File: src/rtl/ok_insn_bridge.sv
// Toggle-handshake instruction bridge: accepts two-half instructions from a
// host toggle protocol into a small FIFO and presents them on a valid/ready port.
module ok_insn_bridge #(
  parameter int W     = 16,
  parameter int DEPTH = 4
) (
  input  logic                       clock,
  input  logic                       reset,
  input  logic                       host_req_toggle,
  input  logic [W-1:0]               host_bits_0,
  input  logic [W-1:0]               host_bits_1,
  input  logic                       host_flush,
  output logic                       host_ack_toggle,
  output logic [$clog2(DEPTH):0]     host_level,
  output logic [15:0]                host_fired_count,
  output logic                       insns_valid,
  input  logic                       insns_ready,
  output logic [W-1:0]               insns_bits_0,
  output logic [W-1:0]               insns_bits_1
);

  localparam int AW = $clog2(DEPTH);
  localparam logic [AW:0] FULL_LEVEL = (AW+1)'(DEPTH);

  logic [2*W-1:0] mem [DEPTH];
  logic [AW-1:0]  wr_ptr;
  logic [AW-1:0]  rd_ptr;
  logic [AW:0]    count;
  logic [AW:0]    count_next;
  logic           ack_q;
  logic           valid_q;
  logic [15:0]    fired_q;

  logic pending;
  logic full;
  logic push;
  logic pop;

  // Host side: a request is pending while req and ack toggles differ. Full is
  // taken from the registered occupancy, so a same-cycle pop never frees a slot
  // for the push in that cycle.
  // Downstream side: valid/ready. A transfer happens on a rising edge where
  // insns_valid and insns_ready are both 1; valid and data hold until then.
  assign pending = host_req_toggle ^ ack_q;
  assign full    = (count == FULL_LEVEL);
  assign push    = pending & ~full & ~host_flush;
  assign pop     = valid_q & insns_ready & ~host_flush;

  always_comb begin
    count_next = count;
    if (host_flush) begin
      count_next = '0;
    end else begin
      unique case ({push, pop})
        2'b10:   count_next = count + 1'b1;
        2'b01:   count_next = count - 1'b1;
        default: count_next = count;
      endcase
    end
  end

  always_ff @(posedge clock or negedge reset) begin
    if (!reset) begin
      wr_ptr  <= '0;
      rd_ptr  <= '0;
      count   <= '0;
      ack_q   <= 1'b0;
      valid_q <= 1'b0;
      fired_q <= 16'd0;
    end else begin
      count   <= count_next;
      valid_q <= (count_next != '0);
      if (host_flush) begin
        wr_ptr <= '0;
        rd_ptr <= '0;
      end else begin
        if (push) begin
          wr_ptr <= wr_ptr + 1'b1;
          ack_q  <= ~ack_q;
        end
        if (pop) begin
          rd_ptr  <= rd_ptr + 1'b1;
          fired_q <= fired_q + 16'd1;
        end
      end
    end
  end

  // Storage carries no reset; only the pointers and occupancy define contents.
  always_ff @(posedge clock) begin
    if (push) begin
      mem[wr_ptr] <= {host_bits_1, host_bits_0};
    end
  end

  assign host_ack_toggle  = ack_q;
  assign host_level       = count;
  assign host_fired_count = fired_q;
  assign insns_valid      = valid_q;
  assign insns_bits_0     = mem[rd_ptr][W-1:0];
  assign insns_bits_1     = mem[rd_ptr][2*W-1:W];

endmodule

File: config.mk
export PLATFORM = sky130hd
export DESIGN_NAME = ok_insn_bridge
export DESIGN_NICKNAME = d
export VERILOG_FILES = /design/src/rtl/ok_insn_bridge.sv
export SDC_FILE = /design/constraint.sdc
export NUM_CORES = 1
export LEC_CHECK = 0
export ABC_CLOCK_PERIOD_IN_PS = 2390
export BUFFER_PORTS_ARGS = -buffer_cell sky130_fd_sc_hd__buf_2
export CORE_MARGIN = 3
export CORE_UTILIZATION = 25
export CTS_CLUSTER_SIZE = 8
export DETAILED_ROUTE_END_ITERATION = 10
export GPL_ROUTABILITY_DRIVEN = 0
export HOLD_SLACK_MARGIN = 0.15
export PLACE_DENSITY = 0.39
export SLEW_MARGIN = 20
export SYNTH_ARGS = -nofsm -noshare
export SYNTH_HDL_FRONTEND = slang
export SYNTH_SLANG_ARGS = --single-unit
export TNS_END_PERCENT = 1
File: constraint.sdc
create_clock -name clock -period 2.39 [get_ports clock]
set_clock_uncertainty 0.15 [all_clocks]
set_input_delay 0 -clock clock [delete_from_list [all_inputs] [get_ports clock]]
set_output_delay 0 -clock clock [all_outputs]
set_load 0.02 [all_outputs]
==> out/summary.md <==
The flow ran to the end, but the final reports show violations. The final reports fail on negative setup slack. The floorplan die height is 158 µm, and the count of unresolved DRC violations after routing is 0. The CTS sink count came out at 153. The die is 158 µm wide. Registers are responsible for 44.5% of the overall power. The kind of capture point of the worst setup path was a flop. Clock-pin slew was measured on the worst setup and hold paths at 60 ps.

Kind of launch point of the worst setup path: a flop. The H-tree was split into 4 levels. The synthesized design devotes to its leading area cell type 66.2% of total area.

The number of instances in the synthesized netlist came out at 274. The slack of the worst reg-to-reg path was -8 ps. The run gives 0 as the number of maximum-capacitance violations. Leaving out filler cells and counting taps, the final layout contains 731. At the worst endpoint, the required time is 2540 ps. Entering global routing, the biggest net connects 33 pins.

After detailed routing, the average wire length per cell comes to 16.5 µm. Setup repair after global routing could not meet its margin everywhere. For the number of failing setup endpoints in the final timing report, the log shows 1. For the reported leakage power, the log shows 2.86 nW. TritonCTS built the clock tree. Global routing finished with a remaining overflow of 0. The type of the worst setup path is reg -> reg. In this run the worst hold path is classified as in -> reg.

The clock network latency to the later pin of the worst-skew pair was 420 ps. The total area inside the core boundary comes to 22700 µm². Yosys attributes the largest share of cell area to sky130_fd_sc_hd__edfxtp_1, sky130_fd_sc_hd__mux4_2, sky130_fd_sc_hd__dfrtp_1, sky130_fd_sc_hd__xnor2_1, sky130_fd_sc_hd__ha_1. The run gives 0.421 mV as the maximum vdd drop. The average cell area after synthesis was 21.2 µm². The total chip power was 7.75 mW; the async set or reset register ratio after synthesis was 16.3%. The first global-routing pass estimated 18.6 mm of wire.

The analysis attributes to net switching a power of 2.15 mW. Adding up every negative setup slack in the final design gives -8.16 ps. The part of the cycle the worst path needs came out at 100%.

Summing over every cut layer, the via total after detailed routing is 3052. The reg-to-reg critical path endpoint is insns_valid. The synthesized netlist occupies a cell area of 5810 µm².

Global routing consumed, over all layers together, 10.2% of the routing resources. The largest fanout on the critical path came out at 3. Power spread over the standard cell area amounts to 992 nW/µm². The worst hold path begins at host_bits_0[3]. The average via count per standard cell works out to 4.18.

The routed design has 12.1 mm of wire. The final worst slack is -8.16 ps, and the number of different library cells in the post-synthesis netlist is 28. The placed instances occupy a cell area of 6770 µm².

The worst hold path terminates at mem[1][3]. After layout, the minimum clock period comes to 2400 ps. The number of cell instances on the worst register-to-register path is 10. The tools report the reg-to-reg startpoint as host_ack_toggle.

The biggest area contributor in the post-synthesis netlist is sky130_fd_sc_hd__edfxtp_1. Row generation in the floorplan step produced 55 rows. For the share of total power in combinational logic, the log shows 21.9%. The count of buffers added on input and output ports is 89.

The die covers 25100 µm². Data arrives at the worst endpoint at 2540 ps. OpenSTA, run right after detailed placement, puts the worst setup slack at -31.6 ps.

The tools report the number of max-slew violations in the final report as 0. By count the netlist is led by sky130_fd_sc_hd__edfxtp_1, sky130_fd_sc_hd__mux4_2, sky130_fd_sc_hd__dfrtp_1, sky130_fd_sc_hd__xnor2_1, sky130_fd_sc_hd__nor2_1. After the last flow step, the layout net total stands at 478.

Compared with the post-synthesis result, the final layout area differs by 34.5%. The cell with the most instances after synthesis was sky130_fd_sc_hd__edfxtp_1. For the number of violations reported at the end of detailed-routing iteration 0, the log shows 104.

For the pin with the worst max-slew slack, the measured transition is 455 ps. The share of total power in the clock network was 33.6%; the number of enable flip-flop cells after synthesis was 128. The number of antenna violations at the first check in global routing is 0, and the placed wire-length estimate after detailed placement is 7.75 mm.

For the initial core utilization, the log shows 25.6%. The logs give 77.0% for the register area share after synthesis and 2 for the maximum root-to-sink buffer count. Total number of yosys warnings: 0. The count of nets left with antenna violations once routing finished came out at 0.

The finished cells cover 7810 µm². The run gives 3293 as the number of global-route vias before repair. The worst pin sits at a relative slew slack of 69.4%. The total clock buffers created by CTS was 17.

Counting the fill cells in the layout gives 2204. 90 I/O pins were placed. The number of synthesized register bits is 153.

Counting instances, the worst hold path has a depth of 2. Static timing analysis puts the maximum clock frequency at 417 MHz. The synthesized netlist net count was 318. The tree is rooted in a sky130_fd_sc_hd__clkbuf_16. The tools report the first-pass iteration count of the detailed router as 5.

Of the cells placed in the final design, the portion with a size suffix greater than 1 is 41.3%. Among all flip-flop cells after synthesis, the most frequent one is sky130_fd_sc_hd__edfxtp_1. Counting tap cells, the placed design contains a total of 655 instances.

The number of hold-slack violations in the final timing report came out at 0. The cell internal power dissipation is 5.60 mW, and the number of inserted diodes is 0. The proportion of total power due to net switching came out at 27.8%.
-- kinds of logic (layout without fill, tap and decap cells) --
logic type	after synthesis	after routing	share of synthesized area [%]
AOI/OAI and AO/OA	3	3	0.259
muxes	35	35	13.0
and+or+nand+nor	41	41	3.71
adders and majority gates	7	7	1.64
buffers and inverters	13	185	1.14
DFF	153	153	77.0
xor gates and xnor gates	22	22	3.32
-- registers in the layout (all words and copies together) (netlist names) --
| name | cells |
|---|---|
| host_fired_count | 16 |
| wr_ptr | 2 |
| host_level | 3 |
| host_ack_toggle | 1 |
| mem | 128 |
| insns_valid | 1 |
| rd_ptr | 2 |
-- power groups by stage --
stage          sequential, mW  combinational (mW)  clock (mW)
2_1_floorplan            3.54               0.930           0
3_3_place_gp             3.50                1.65           0
3_5_place_dp             3.51                1.67           0
4_1_cts                  3.45                1.76        2.71
5_1_grt                  3.49                1.87        2.81
6_report                 3.45                1.70        2.60
-- worst max-delay path, cell delays in order, from the launching register on --
cell and delay [ps]:
sky130_fd_sc_hd__dfrtp_2 430, sky130_fd_sc_hd__xnor2_2 150, sky130_fd_sc_hd__a21oi_2 110, sky130_fd_sc_hd__and2b_2 160
sky130_fd_sc_hd__inv_1 40, sky130_fd_sc_hd__ha_2 190, sky130_fd_sc_hd__fa_2 350, sky130_fd_sc_hd__xnor2_1 180
sky130_fd_sc_hd__or3_1 150, sky130_fd_sc_hd__a21oi_2 60, sky130_fd_sc_hd__or3_1 310
-- cells in the final DEF, fill, tap and decap left out, types with 6 or more instances in the layout --
cell and instances:
sky130_fd_sc_hd__buf_2 89, sky130_fd_sc_hd__xnor2_1 15, sky130_fd_sc_hd__nor2_1 10, sky130_fd_sc_hd__clkbuf_16 17
sky130_fd_sc_hd__edfxtp_1 128, sky130_fd_sc_hd__dlygate4sd3_1 44, sky130_fd_sc_hd__nand2_1 8, sky130_fd_sc_hd__xor2_1 6
sky130_fd_sc_hd__buf_4 12, sky130_fd_sc_hd__dfrtp_1 20, sky130_fd_sc_hd__buf_12 6, sky130_fd_sc_hd__nand3_1 7
sky130_fd_sc_hd__mux4_2 32
-- final cells by class --
class	instances	area, µm²	area share, %
multi-input cells	108	1300	16.6
repair buffers	151	1100	14.0
clock inverters	13	144	1.84
well taps	285	357	4.57
clock buffers	18	429	5.50
flip-flops and latches	153	4480	57.3
inverters	3	11.3	0.144
-- stage by stage --
| step | hold slack, ps | utilization (%) |
|---|---|---|
| final | 178 | 34.4 |
| after global routing | 171 | 34.4 |
| after CTS | 152 | 34.4 |
| after detailed placement | -114 | 29.8 |
| after global placement | -113 | 29.8 |
| after floorplan | -446 | - |
-- routing by layer --
layer  vias up  wire [µm]  part of all wire [%]  track usage [%]
met5         -          0                     0                0
met4         0        209                   1.7             4.30
met3        18        653                   5.4             3.21
met2        77       5820                    48             16.5
met1      1548       5390                    45             12.6
li1       1409          -                     -                -
-- worst max-delay path by stage --
stage | start | end | depth (start not counted)
6_report | host_ack_toggle | insns_valid | 10
5_1_grt | host_ack_toggle | insns_valid | 10
4_1_cts | host_ack_toggle | insns_valid | 10
3_5_place_dp | host_ack_toggle | insns_valid | 10
3_3_place_gp | host_ack_toggle | insns_valid | 10
2_1_floorplan | host_ack_toggle | insns_valid | 10
-- timing repair --
item / CTS / global route
hold endpoints to repair: 168 / 0
resized for setup: 1 / 0
hold buffers: 45 / 0
endpoints found under the setup margin: 1 / 2
cloned: 0 / 0
setup buffers: 0 / 0
(Power assumes the default switching activity.)
